## src/rtl/vgaterm_bufarb.sv

```systemverilog
// vgaterm_bufarb: display-RAM arbiter for a character terminal.
//   Video character fetches take strict priority on the RAM port. Host characters go
//   into a 4-entry FIFO and are drained one at a time in idle (vid_req=0) cycles.
//   Printable characters are written at the cursor; control codes only move the cursor.
//   A clear-screen fills all 80x30 cells with a space, then homes the cursor.
// Ports:
//   CLK_I, RST_I              clock, synchronous active-high reset
//   vid_req, vid_addr         video fetch request/address; vid_ack one cycle later
//   host_we, host_char        FIFO push; host_stall flags a full FIFO
//   cur_set, cur_row_in/col   cursor load (clamped to the screen)
//   clr_req, busy             start clear-screen; busy while clearing
//   cur_row, cur_col          current cursor position
//   ram_addr/wdata/we/re      registered display-RAM port
// Configuration:
//   VGATERM_AUTOWRAP_EN       defined: column overflow wraps to the next row;
//                             undefined: the column saturates at 79.
module vgaterm_bufarb (
  input  logic        CLK_I,
  input  logic        RST_I,
  input  logic        vid_req,
  input  logic [11:0] vid_addr,
  output logic        vid_ack,
  input  logic        host_we,
  input  logic [7:0]  host_char,
  output logic        host_stall,
  input  logic        cur_set,
  input  logic [4:0]  cur_row_in,
  input  logic [6:0]  cur_col_in,
  input  logic        clr_req,
  output logic [4:0]  cur_row,
  output logic [6:0]  cur_col,
  output logic        busy,
  output logic [11:0] ram_addr,
  output logic [7:0]  ram_wdata,
  output logic        ram_we,
  output logic        ram_re
);

  typedef enum logic [1:0] {IDLE, WRITE, CLEAR} state_t;

  state_t      state_q, state_d;
  logic [7:0]  fifo_q [4];
  logic [7:0]  fifo_d [4];
  logic [1:0]  rd_ptr_q, rd_ptr_d, wr_ptr_q, wr_ptr_d;
  logic [2:0]  count_q, count_d;
  logic [4:0]  row_q, row_d;
  logic [6:0]  col_q, col_d;
  logic [11:0] clr_addr_q, clr_addr_d;
  logic [11:0] ram_addr_q, ram_addr_d;
  logic [7:0]  ram_wdata_q, ram_wdata_d;
  logic        ram_we_q, ram_we_d, ram_re_q, ram_re_d, vid_ack_q, vid_ack_d;

  logic        push, pop, clr_done;
  logic [7:0]  head;
  logic [11:0] cur_addr;
  logic [4:0]  row_inc;

  assign head     = fifo_q[rd_ptr_q];
  assign cur_addr = 12'(row_q) * 12'd80 + 12'(col_q);
  assign row_inc  = (row_q == 5'd29) ? 5'd0 : row_q + 5'd1;
  // A full FIFO refuses the push even if a pop frees a slot in the same cycle.
  assign push     = host_we && (count_q != 3'd4);
  assign pop      = (state_q == IDLE) && (count_q != 3'd0) && !vid_req && !clr_req;

  always_comb begin
    state_d     = state_q;
    fifo_d      = fifo_q;
    rd_ptr_d    = rd_ptr_q;
    wr_ptr_d    = wr_ptr_q;
    count_d     = count_q;
    row_d       = row_q;
    col_d       = col_q;
    clr_addr_d  = clr_addr_q;
    ram_addr_d  = ram_addr_q;
    ram_wdata_d = ram_wdata_q;
    ram_we_d    = 1'b0;
    ram_re_d    = 1'b0;
    vid_ack_d   = 1'b0;
    clr_done    = 1'b0;

    if (push) begin
      fifo_d[wr_ptr_q] = host_char;
      wr_ptr_d         = wr_ptr_q + 2'd1;
    end
    if (pop) rd_ptr_d = rd_ptr_q + 2'd1;
    if (push && !pop)      count_d = count_q + 3'd1;
    else if (pop && !push) count_d = count_q - 3'd1;

    // Every cycle with vid_req high is its own read, even back-to-back.
    if (vid_req) begin
      ram_re_d   = 1'b1;
      vid_ack_d  = 1'b1;
      ram_addr_d = vid_addr;
    end

    case (state_q)
      IDLE: begin
        if (clr_req) begin
          state_d    = CLEAR;
          clr_addr_d = 12'd0;
        end else if (pop) begin
          state_d = WRITE;
          if (head >= 8'h20 && head <= 8'h7E) begin
            ram_we_d    = 1'b1;
            ram_addr_d  = cur_addr;
            ram_wdata_d = head;
            if (col_q != 7'd79) begin
              col_d = col_q + 7'd1;
            end else begin
`ifdef VGATERM_AUTOWRAP_EN
              col_d = 7'd0;
              row_d = row_inc;
`endif
            end
          end else begin
            case (head)
              8'h0D:   col_d = 7'd0;
              8'h0A:   row_d = row_inc;
              8'h08:   if (col_q != 7'd0) col_d = col_q - 7'd1;
              default: ;
            endcase
          end
        end
      end
      WRITE: state_d = IDLE;
      CLEAR: begin
        if (!vid_req) begin
          ram_we_d    = 1'b1;
          ram_addr_d  = clr_addr_q;
          ram_wdata_d = 8'h20;
          if (clr_addr_q == 12'd2399) begin
            state_d  = IDLE;
            clr_done = 1'b1;
          end else begin
            clr_addr_d = clr_addr_q + 12'd1;
          end
        end
      end
      default: state_d = IDLE;
    endcase

    if (cur_set) begin
      row_d = (cur_row_in > 5'd29) ? 5'd29 : cur_row_in;
      col_d = (cur_col_in > 7'd79) ? 7'd79 : cur_col_in;
    end
    // Finishing a clear homes the cursor, even over a simultaneous load.
    if (clr_done) begin
      row_d = 5'd0;
      col_d = 7'd0;
    end
  end

  always_ff @(posedge CLK_I) begin
    if (RST_I) begin
      state_q     <= IDLE;
      rd_ptr_q    <= 2'd0;
      wr_ptr_q    <= 2'd0;
      count_q     <= 3'd0;
      row_q       <= 5'd0;
      col_q       <= 7'd0;
      clr_addr_q  <= 12'd0;
      ram_addr_q  <= 12'd0;
      ram_wdata_q <= 8'd0;
      ram_we_q    <= 1'b0;
      ram_re_q    <= 1'b0;
      vid_ack_q   <= 1'b0;
    end else begin
      state_q     <= state_d;
      rd_ptr_q    <= rd_ptr_d;
      wr_ptr_q    <= wr_ptr_d;
      count_q     <= count_d;
      row_q       <= row_d;
      col_q       <= col_d;
      clr_addr_q  <= clr_addr_d;
      ram_addr_q  <= ram_addr_d;
      ram_wdata_q <= ram_wdata_d;
      ram_we_q    <= ram_we_d;
      ram_re_q    <= ram_re_d;
      vid_ack_q   <= vid_ack_d;
    end
  end

  // Storage needs no reset; the pointers and count define what is valid.
  always_ff @(posedge CLK_I) begin
    fifo_q <= fifo_d;
  end

  assign vid_ack    = vid_ack_q;
  assign host_stall = (count_q == 3'd4);
  assign cur_row    = row_q;
  assign cur_col    = col_q;
  assign busy       = (state_q == CLEAR);
  assign ram_addr   = ram_addr_q;
  assign ram_wdata  = ram_wdata_q;
  assign ram_we     = ram_we_q;
  assign ram_re     = ram_re_q;

endmodule

```

## config.mk

```make
export PLATFORM = sky130hd
export DESIGN_NAME = vgaterm_bufarb
export DESIGN_NICKNAME = d
export VERILOG_FILES = /design/src/rtl/vgaterm_bufarb.sv
export SDC_FILE = /design/constraint.sdc
export NUM_CORES = 1
export LEC_CHECK = 0
export BUFFER_PORTS_ARGS = -buffer_cell sky130_fd_sc_hd__buf_2
export CAP_MARGIN = 0
export CORE_UTILIZATION = 45
export DETAILED_ROUTE_END_ITERATION = 8
export PLACE_DENSITY = 0.69
export SYNTH_ARGS = -nofsm -noshare
export SYNTH_HDL_FRONTEND = slang
export SYNTH_SLANG_ARGS = --single-unit
```

## constraint.sdc

```tcl
create_clock -name CLK_I -period 2.55 [get_ports CLK_I]
set_clock_uncertainty 0.1 [all_clocks]
set_input_delay 0 -clock CLK_I [delete_from_list [all_inputs] [get_ports CLK_I]]
set_output_delay 0 -clock CLK_I [all_outputs]
set_load 0.005 [all_outputs]
```

* Yosys cells after proc, flatten, opt, wreduce, memory -nomap -nowiden
Cells that the tools add are included.
W data, S select, Z words.
** Storage, ports and cells
- Bits in registers :: 87
** Cells by class
- Add/subtract/negate cells :: 9
- Multipliers :: 1
- $lt $le $gt $ge :: 7
- Equality and inequality tests :: 21
- Multiplexer cells :: 54
- Bitwise operators :: 2
- Reductions and logical operators :: 27
** Operators with widths (number)
- $mux W12 :: 8
- $mux W7 :: 8
- $mux W8 :: 7
- $pmux W12 S2 :: 2
- $mux W5 :: 8
- $bwmux W32 :: 1
- $eq A8 B4 Y1 const B :: 3
- $bmux W8 S2 :: 1
- $demux W8 S2 :: 1
- $pmux W8 S2 :: 1
- $ne A2 B2 Y1 const B :: 7
- $pmux W7 S2 :: 1
- $add A12 B1 Y12 const B :: 1
- $add A12 B7 Y12 :: 1
- $eq A12 B12 Y1 const B :: 1
- $reduce_and A5 Y1 :: 2
- $reduce_bool A2 Y1 :: 5
- $ge A8 B6 Y1 const B :: 1
- $le A8 B7 Y1 const B :: 1
- $logic_and A1 B1 Y1 :: 8
- $mul A5 B3 Y8 const B :: 1
- $mux W1 :: 8
- $mux W2 :: 4
- $add A7 B1 Y7 const B :: 1
- other kinds (30) :: 39

* Logic depth before layout (Yosys ltp)
Gate-level depths: netlist of run 1.
- Word-level depth :: 11
- Mapped depth :: 9
- Mapped depth without buffers :: 9

* Least setup slack after synthesis of run 1
Ideal clock, no wire load.
- Path type :: reg-to-reg
- Start point :: register rd_ptr_q[0]
- End point :: register col_q[6] (netlist: cur_col[6])
- Setup time :: 0.088 ns
- Arrival :: 2.429 ns
- Data required time :: 2.362 ns
- Slack :: -0.068 ns
- Stages on the path, launching flop included :: 8
- Period minus slack after synthesis :: 2.618 ns
- Path through :: dfxtp_1 buf_6 mux4_2 or4b_4 a2111oi_4 a311o_4 o31ai_2 o32ai_2
** On the way
- Word-level cells in the longest chain between the ends :: 11
- Elaborated cells between the ends (all ways) :: 19
** RTL lines
- start: declaration :: line 44 : logic [1:0] rd_ptr_q, rd_ptr_d, wr_ptr_q, wr_ptr_d;
- start signal: assignment :: line 169 : rd_ptr_q <= rd_ptr_d;
- $not A2 Y3 (implied by the code) * :: line 58 : assign head = fifo_q[rd_ptr_q];
- $bmux W8 S2 * :: line 58
- $mux W8 (implied by the code) * (2 in a row) :: line 58
- $ge A8 B6 Y1, or another cell as far along :: line 103 : if (head >= 8'h20 && head <= 8'h7E) begin
- $logic_and A1 B1 Y1 or $pmux W7 S2 (tied branches) :: line 103, 116
- $mux W7 :: line 103
- $mux W7 :: line 101 : end else if (pop) begin
- $mux W7 :: line 98 : if (clr_req) begin
- $mux W7 :: line 96 : case (state_q)
- $mux W7 :: line 142 : if (cur_set) begin
- end signal: assignment :: line 173 : col_q <= col_d;
- end: declaration :: line 47 : logic [6:0] col_q, col_d;
Mark *: on every way between the ends. The rest lies on a longest branch, timed or not. The select of a mux whose other input is x is not followed.
A chain may end at the register's enable or synchronous reset.

* Final worst setup path of run 1
- Start point :: register rd_ptr_q[0]
- End point :: register col_q[0] (netlist: cur_col[0])
The elaborated chain is that of the path after synthesis.

==> impl_metrics.ini, run 1 <==
[timing]
setup_viol = 8
rsz0062_at_grt = yes
post-route-period-util_pct = 102
slew_viol_final = 0
period_needed_ns = 2.61
fmax_mhz = 383
tightest_slew_ns = 0.873
fin_tns_setup_ns = -0.284
hold_viol_final = 0
timing.final.ws_setup_ns = -0.0600
slew_headroom_pct = 41.7

[placement]
portBuffers = 74
place_area_um2 = 5580
dp.cells = 720
routabilityCongestion = 0.926
hpwl_mm = 8.84

[logic_synthesis]
synthTopCellsByArea = dfxtp_1 (23%), edfxtp_1 (20%), ha_1 (5.2%)
ys_seq_area_share_pct = 43.1
synth_top_area_share_pct = 23.0
ys_types = 67
synth_fp_nets = 552
synth_edf_count = 32
async_flop_share_pct = 0
syn-cell-area_um2 = 4780
yosys.area.top_type = dfxtp_1
syn-instance-count = 491
synth_seq_cells = 87
syn_area_per_cell_um2 = 9.74
yosys_warnings = 0
ys.flop_type = dfxtp_1

[clock_tree]
clk_path_buf_depth = 2
worstSkewPairLatency_ns = 0.36
htreeDepth = 3
cts_tree = built
cts-root-buf = clkbuf_8
cts_sinks = 87
cts_inserted_buffers = 9
cts.clk_slew.worst_paths_ns = 0.09

[finish]
diodes = 0
drive_gt1_share_pct = 28.2
final_cells = 777
design_area_um2 = 6240
finalCoreUtilization_pct = 60.5
num-fill-cells = 866
nNetsFinal = 697
syn_to_final_growth_pct = 30.5

[global_routing]
grt_max_degree = 35
antenna_found_initial = 0
grt_use_total_pct = 22.6
grt_overflow = 0
grt_pass1_wl_mm = 19.9
grt_pass1_vias = 4256

[worst_setup_path]
rrSetupSlack_ns = -0.06
r2r_start = rd_ptr_q[0]$_SDFFE_PP0P_
path_max_fanout = 7
critPathKind = register to register
cp.arrival_ns = 2.80
required_ns = 2.74
cp-end-kind = register
r2r-end = cur_col[0]$_SDFFE_PP0P_
r2r_cells = 8
start_kind = register

[route]
viasPerCell = 5.63
wire_per_inst_um = 16.0
via_count = 4377
drt_pass1_iterations = 5
drtIter0Drc = 218
wl_met1_mm = 5.24
wl_mm = 12.5
routed.top_layer = met4
dr_wl_met3_um = 563
ant_nets = 0
remaining_drc_errors = 0
wl_met2_mm = 6.28

[floorplan]
fp.dieArea_um2 = 11000
fp.dieW_um = 105
fp-row-count = 37
coreArea_um2 = 10300
ios = 75
start_util_pct = 46.3
dieHeight_um = 105

[worst_hold_path]
min_from = cur_col_in[5]
hold_path_class = primary input to register
min_to = cur_col[5]$_SDFFE_PP0P_
hold_depth = 5

[power]
power.leakage_nw = 2.55
ir_worst_vdd_uv = 451
powerDensity_nw_per_um2 = 630
design_power_total_w = 0.00393

[flow_run]
drv_cap = 0

[status]
status = finished with violations
violations = setup timing
## stage by stage
stage | hold WS [ns] | worst slack (ns)
after floorplan | -0.00113 | 0.0346
after global placement | 0.110 | -0.0462
after detailed placement | 0.116 | -0.0840
after CTS | 0.000315 | -0.0375
after global routing | 0.0340 | -0.177
final | 0.0137 | -0.0600
## layout make-up
cell class	count	area [um^2]	share of cell area (%)
clock inverters	7	71.3	1.14
well taps	136	170	2.73
clock buffers	9	124	1.98
flip-flops and latches	87	2060	33.1
repair buffers	161	1120	18.0
multi-input cells	362	2630	42.2
inverters	15	56.3	0.902
## worst max-delay path by stage
stage	endpoint	cells past startpoint	startpoint	slack, ns
after detailed placement	cur_col[6]$_SDFFE_PP0P_	7	rd_ptr_q[0]$_SDFFE_PP0P_	-0.08
after global routing	cur_col[4]$_SDFFE_PP0P_	8	rd_ptr_q[0]$_SDFFE_PP0P_	-0.18
final	cur_col[0]$_SDFFE_PP0P_	8	rd_ptr_q[0]$_SDFFE_PP0P_	-0.06
after floorplan	cur_col[6]$_SDFFE_PP0P_	7	rd_ptr_q[0]$_SDFFE_PP0P_	0.03
after CTS	cur_col[6]$_SDFFE_PP0P_	7	rd_ptr_q[0]$_SDFFE_PP0P_	-0.04
after global placement	cur_col[6]$_SDFFE_PP0P_	7	rd_ptr_q[0]$_SDFFE_PP0P_	-0.05
## cells in the final DEF (no fill, tap or decap), types with 11 or more instances in the layout
master and instances:
a21oi_1 23, buf_2 75, buf_4 50, dfxtp_1 54, dlygate4sd3_1 32, edfxtp_1 32
ha_1 20, inv_1 14, mux2i_1 12, nand2_1 48, nand3_1 20, nor2_1 39
nor3_1 13, o21ai_0 23, o22ai_1 11, xnor2_1 12, xor2_1 14
## critical path, cell delays in order, from the launching register on
cell,delay [ns]
dfxtp_2,0.36
buf_12,0.13
mux4_2,0.50
or4_4,0.47
a31oi_1,0.30
a311o_4,0.33
buf_4,0.13
o21ai_1,0.05
a31oi_1,0.17
## what timing repair did
action / 4_1_cts / 5_1_grt
buffers inserted: 3 / 5
hold buffers: 32 / 0
resized for setup: 3 / 18
endpoints found under the setup margin: 10 / 24
gates cloned: 0 / 1
hold endpoints to repair: 55 / 0
pin swaps: 1 / 6
## layer usage
metal / vias to the layer above / GRT usage (%)
li1: 2119 / -
met1: 2071 / 26.6
met2: 158 / 40.4
met3: 29 / 4.49
met4: 0 / 8.75
met5: - / 0
## where the power goes
group | internal, W | leakage, nW | switching (W) | total [W]
Combinational | 0.000600 | 1.71 | 0.000658 | 0.00126
Sequential | 0.00161 | 0.744 | 0.000102 | 0.00171
Clock | 0.000453 | 0.0949 | 0.000512 | 0.000965
Total | 0.00266 | 2.55 | 0.00127 | 0.00393
## sequential cells by signal (all words and copies together) (netlist names), 2 cells and up
name	cells
wr_ptr_q	2
rd_ptr_q	2
count_q	3
ram_wdata	8
ram_addr	12
fifo_q	32
cur_col	7
clr_addr_q	12
state_q	2
cur_row	5
## synth_stat cells, drive strengths merged (10+ instances only)
cell type / number
nand2b: 10
nand3: 20
ha: 20
clkbuf: 19
a21oi: 23
mux2i: 12
nand2: 48
nor2: 39
inv: 14
o221ai: 11
o21ai: 28
edfxtp: 32
xor2: 14
o22ai: 11
nor3: 16
xnor2: 12
dfxtp: 55
## cell families (layout without fill, tap and decap cells)
logic type | Yosys count | after routing | share of synthesized area, %
buffers and inverters | 42 | 192 | 3.61
flip-flops | 87 | 87 | 43.1
AO/OA/AOI/OAI | 120 | 120 | 17.8
AND/OR/NAND/NOR | 172 | 172 | 17.8
multiplexers | 21 | 21 | 6.51
adder cells (fa/ha/maj) | 23 | 23 | 6.49
XOR/XNOR | 26 | 26 | 4.76
No activity file was read; power rests on OpenSTA's default activity.
==> run 2, diff against run 1 <==
==> constraint.sdc (replaced) <==
create_clock -name CLK_I -period 2.2 [get_ports CLK_I]
set_clock_uncertainty 0.1 [all_clocks]
set_input_delay 0 -clock CLK_I [delete_from_list [all_inputs] [get_ports CLK_I]]
set_output_delay 0 -clock CLK_I [all_outputs]
set_load 0.005 [all_outputs]
==> run 2 against run 1 <==
  * Global-route usage rose by 2.2 points
  * Cell count rose by 3.7%
  * Combinational power rose by 37%
  * Register-to-register slack got worse by 0.36 ns
  * Highest routed layer unchanged
  * Sequential power rose by 16%
  * Hold slack improved by 0.0074 ns
  * Core utilization rose by 5.2 points
  * The flow still finishes with violations (setup timing)
  * Die area did not move
  * Critical path type unchanged
  * Largest power group unchanged
  * Non-clock buffer count rose by 29
  * Clock power rose by 30%
==> impl_metrics.ini, run 2 (synthesis gave the netlist of run 1 again) <==
[status]
status = finished with violations
violations = setup timing

[finish]
nNetsFinal = 726
drive_gt1_share_pct = 38.2
syn_to_final_growth_pct = 41.8
design_area_um2 = 6780
regMostFlops = fifo_q
num-fill-cells = 804
largest_register_ffs = 32
layout_common_cells = buf_4 (74), buf_2 (74), dfxtp_1 (48), nand2_1 (42), nor2_1 (35)
diodes = 0

[power]
power.leakage_nw = 2.75
ir_worst_vdd_uv = 411
powerDensity_nw_per_um2 = 732

[global_routing]
grt_max_degree = 35
grt_pass1_wl_mm = 21.7
antenna_found_initial = 0
grt_use_total_pct = 24.8
grt_overflow = 0
grt_pass1_vias = 4443

[worst_setup_path]
critical_path.max_stage_delay_ns = 0.53
cpLargestDelayFamily = simple AND/OR/NAND/NOR gates
r2r_start = rd_ptr_q[0]$_SDFFE_PP0P_
cp-end-kind = register
crit_slowest_cell = mux4_2
r2r_cells = 7
crit_chain = mux4_2 -> or4_4 -> a2111oi_4 -> a311o_4 -> buf_6 -> nor2_1 -> nor4_1
start_kind = register
path_max_fanout = 7
rrSetupSlack_ns = -0.42
r2r-end = cur_col[4]$_SDFFE_PP0P_
cp.arrival_ns = 2.80
critical_path_buf_inv_count = 1
critPathKind = register to register
required_ns = 2.38

[clock_tree]
cts_sinks = 87
clk_path_buf_depth = 2
worstSkewPairLatency_ns = 0.36
cts_inserted_buffers = 9
cts.clk_slew.worst_paths_ns = 0.10
cts-root-buf = clkbuf_8
htreeDepth = 3
cts_tree = built

[worst_hold_path]
min_from = cur_col_in[4]
min_to = cur_col[4]$_SDFFE_PP0P_
hold_depth = 3
hold_path_class = primary input to register

[placement]
place_ws_ns = -0.442
portBuffers = 74
place_area_um2 = 5800
routabilityCongestion = 0.893
hpwl_mm = 9.25

[floorplan]
fp-row-count = 37
start_util_pct = 46.3
fp.dieW_um = 105
coreArea_um2 = 10300
ios = 75
dieHeight_um = 105
fp.dieArea_um2 = 11000

[timing]
hold_viol_final = 0
timing.final.ws_setup_ns = -0.425
post-route-period-util_pct = 119
slew_headroom_pct = 51.5
setup_viol = 34
fmax_mhz = 381
slew_viol_final = 0
period_needed_ns = 2.62
rsz0062_at_grt = yes
tightest_slew_ns = 0.727

[route]
viasPerCell = 5.60
drtIter0Drc = 303
remaining_drc_errors = 0
via_count = 4512
drt_pass1_iterations = 5
wl_mm = 13.5
ant_nets = 0
wire_per_inst_um = 16.7

[flow_run]
drv_cap = 0
[run 2: per-stage QoR]
stage / instances / setup TNS [ns] / hold WS, ns / power (W) / utilization (%)
3_5_place_dp: 743 / -8.99 / 0.123 / 0.00345 / 56.2
5_1_grt: 806 / -12.02 / 0.0186 / 0.00522 / 65.7
2_1_floorplan: 491 / -2.83 / -0.00113 / 0.00284 / -
6_report: 806 / -8.43 / 0.0211 / 0.00496 / 65.7
3_3_place_gp: 743 / -7.37 / 0.114 / 0.00339 / 56.2
4_1_cts: 802 / -7.62 / 0.00318 / 0.00488 / 63.6
[run 2: worst max-delay path by stage]
stage | from | end | slack (ns) | depth (start not counted)
final | rd_ptr_q[0]$_SDFFE_PP0P_ | cur_col[4]$_SDFFE_PP0P_ | -0.42 | 7
after global routing | rd_ptr_q[0]$_SDFFE_PP0P_ | cur_col[5]$_SDFFE_PP0P_ | -0.48 | 9
after CTS | rd_ptr_q[0]$_SDFFE_PP0P_ | cur_col[6]$_SDFFE_PP0P_ | -0.39 | 6
after detailed placement | rd_ptr_q[0]$_SDFFE_PP0P_ | cur_col[6]$_SDFFE_PP0P_ | -0.44 | 6
after global placement | rd_ptr_q[0]$_SDFFE_PP0P_ | cur_col[6]$_SDFFE_PP0P_ | -0.37 | 6
after floorplan | rd_ptr_q[0]$_SDFFE_PP0P_ | cur_col[6]$_SDFFE_PP0P_ | -0.30 | 7
[run 2: tightest hold or removal path, cell delays in order]
cell and delay [ns]:
buf_2 0.11, a221oi_1 0.08, nor4_1 0.24
[run 2: cell type report]
class                   count  area, um^2  area share, %
multi-input cells         362        2880           42.5
flip-flops and latches     87        2080           30.6
repair buffers            190        1380           20.3
well taps                 136         170           2.51
clock buffers              10         128           1.88
clock inverters             6        92.6           1.37
inverters                  15        56.3          0.830
[run 2: routing by layer]
layer / global-route usage [%] / part of all wire (%)
met2: 44.8 / 51
met3: 3.74 / 4.7
met1: 29.9 / 43
met4: 8.85 / 1.6
met5: 0 / 0
[run 2: what timing repair did]
action,CTS,global route
hold buffers,33,0
gates resized for setup,45,37
cloned,2,0
buffers inserted,9,5
setup endpoints to repair,45,38
pin swaps,26,14
hold endpoints to repair,56,0
[run 2: power by group]
group	total, W	internal [W]	switching (W)
registers	0.00198	0.00186	0.000115
logic	0.00173	0.000843	0.000889
clock network	0.00125	0.000647	0.000606
total	0.00496	0.00335	0.00161
==> run 3, diff against run 2 <==
--- a/config.mk
+++ b/config.mk
@@ -8,6 +8,7 @@
 export BUFFER_PORTS_ARGS = -buffer_cell sky130_fd_sc_hd__buf_2
 export CAP_MARGIN = 0
 export CORE_UTILIZATION = 45
+export CTS_BUF_LIST = sky130_fd_sc_hd__clkbuf_8
 export DETAILED_ROUTE_END_ITERATION = 8
 export PLACE_DENSITY = 0.69
 export SYNTH_ARGS = -nofsm -noshare
==> run 3 against run 2 <==
  * The flow still finishes with violations (setup timing)
  * Die area stayed put
  * Clock-buffer cell count decreased by 1
  * Combinational power about the same
  * Cell count did not move
  * Clock power about the same
  * Register-to-register slack barely moved
  * Critical path type unchanged
==> impl_metrics.ini, run 3 (synthesis gave the netlist of run 1 again) <==
[route]
ant_nets = 0
drt_pass1_iterations = 5
remaining_drc_errors = 0
wire_per_inst_um = 16.7
drtIter0Drc = 304
wl_mm = 13.5
via_count = 4532
viasPerCell = 5.62

[finish]
design_area_um2 = 6780
syn_to_final_growth_pct = 41.8
diodes = 0
nNetsFinal = 726
layout_common_cells = buf_4 (74), buf_2 (74), dfxtp_1 (48), nand2_1 (42), nor2_1 (35)
drive_gt1_share_pct = 38.2
largest_register_ffs = 32
regMostFlops = fifo_q
finalCoreUtilization_pct = 65.7

[floorplan]
coreArea_um2 = 10300
fp-row-count = 37
fp.dieW_um = 105
start_util_pct = 46.3
fp.dieArea_um2 = 11000
dieHeight_um = 105
ios = 75

[global_routing]
antenna_found_initial = 0
grt_use_total_pct = 24.8
grt_overflow = 0
grt_pass1_wl_mm = 21.7
grt_max_degree = 35
grt_pass1_vias = 4443

[power]
design_power_total_w = 0.00496
ir_worst_vdd_uv = 410
powerDensity_nw_per_um2 = 732
power.leakage_nw = 2.75

[timing]
post-route-period-util_pct = 120
timing.final.ws_setup_ns = -0.429
slew_viol_final = 0
period_needed_ns = 2.63
tightest_slew_ns = 0.733
hold_viol_final = 0
slew_headroom_pct = 51.1
rsz0062_at_grt = yes
fmax_mhz = 380
setup_viol = 34

[placement]
place_area_um2 = 5800
routabilityCongestion = 0.893
portBuffers = 74
hpwl_mm = 9.25
place_ws_ns = -0.442

[worst_setup_path]
r2r_start = rd_ptr_q[0]$_SDFFE_PP0P_
cp-startpoint = rd_ptr_q[0]$_SDFFE_PP0P_
r2r-end = cur_col[4]$_SDFFE_PP0P_
rrSetupSlack_ns = -0.43
cp.arrival_ns = 2.81
required_ns = 2.38
start_kind = register
r2r_cells = 7
setup.worst_path.end = cur_col[4]$_SDFFE_PP0P_
critPathKind = register to register
cp-end-kind = register
path_max_fanout = 7

[clock_tree]
cts.clk_slew.worst_paths_ns = 0.10
worstSkewPairLatency_ns = 0.37
cts_tree = built
clk_path_buf_depth = 2
cts-root-buf = clkbuf_8
htreeDepth = 3
cts_inserted_buffers = 9
cts_sinks = 87

[worst_hold_path]
hold_path_class = primary input to register
hold_depth = 3

[flow_run]
drv_cap = 0

[status]
status = finished with violations
violations = setup timing
-- run 3: cell count changes in the layout (fill, tap and decap cells not counted), sizes merged --
cell,delta
clkbuf,-1
inv,+1
-- run 3: layout make-up --
class | count | area, um^2
Fill cell | 804 | 3540
Multi-Input combinational cell | 362 | 2880
Sequential cell | 87 | 2080
Timing Repair Buffer | 190 | 1380
Tap cell | 136 | 170
Clock buffer | 9 | 124
Clock inverter | 7 | 96.3
Inverter | 15 | 56.3
-- run 3: metal layers --
metal / share of wire, % / GRT usage, % / wire, um
met3: 4.4 / 3.74 / 594
met5: 0 / 0 / 0
met1: 43 / 29.9 / 5760
met4: 1.6 / 8.85 / 222
met2: 51 / 44.8 / 6880
-- run 3: per-stage QoR --
stage / hold WS [ns] / TNS [ns] / std cells
3_5_place_dp: 0.123 / -8.99 / 743
4_1_cts: 0.00318 / -7.62 / 802
3_3_place_gp: 0.114 / -7.37 / 743
2_1_floorplan: -0.00113 / -2.83 / 491
5_1_grt: 0.0186 / -12.02 / 806
6_report: 0.0214 / -8.59 / 806
-- run 3: how the worst min path moves through the flow --
stage | from | endpoint | slack (ns)
after global routing | cur_col_in[4] | cur_col[4]$_SDFFE_PP0P_ | 0.02
after detailed placement | host_char[1] | fifo_q[17]$_DFFE_PP_ | 0.12
final | cur_col_in[4] | cur_col[4]$_SDFFE_PP0P_ | 0.02
after global placement | host_char[3] | fifo_q[19]$_DFFE_PP_ | 0.11
after floorplan | host_char[0] | fifo_q[0]$_DFFE_PP_ | -0.001
after CTS | cur_col_in[4] | cur_col[4]$_SDFFE_PP0P_ | 0.003
-- run 3: repair_timing --
item / in CTS / in global routing
pin swaps: 26 / 14
endpoints found under the setup margin: 45 / 38
endpoints found under the hold margin: 56 / 0
gates resized for setup: 45 / 37
hold buffers: 33 / 0
cloned: 2 / 0
setup buffers: 9 / 5
-- run 3: worst max-delay path, cell delays in order, from the launching register on --
cell,delay (ns)
dfxtp_4,0.42
mux4_2,0.53
or4_4,0.47
a2111oi_4,0.41
a311o_4,0.25
buf_6,0.12
nor2_1,0.04
nor4_1,0.20
-- run 3: power by group --
part | leakage [nW] | internal, W | switching (W)
registers | 0.747 | 0.00186 | 0.000114
logic | 1.90 | 0.000843 | 0.000890
clock network | 0.107 | 0.000642 | 0.000610
total | 2.75 | 0.00335 | 0.00161
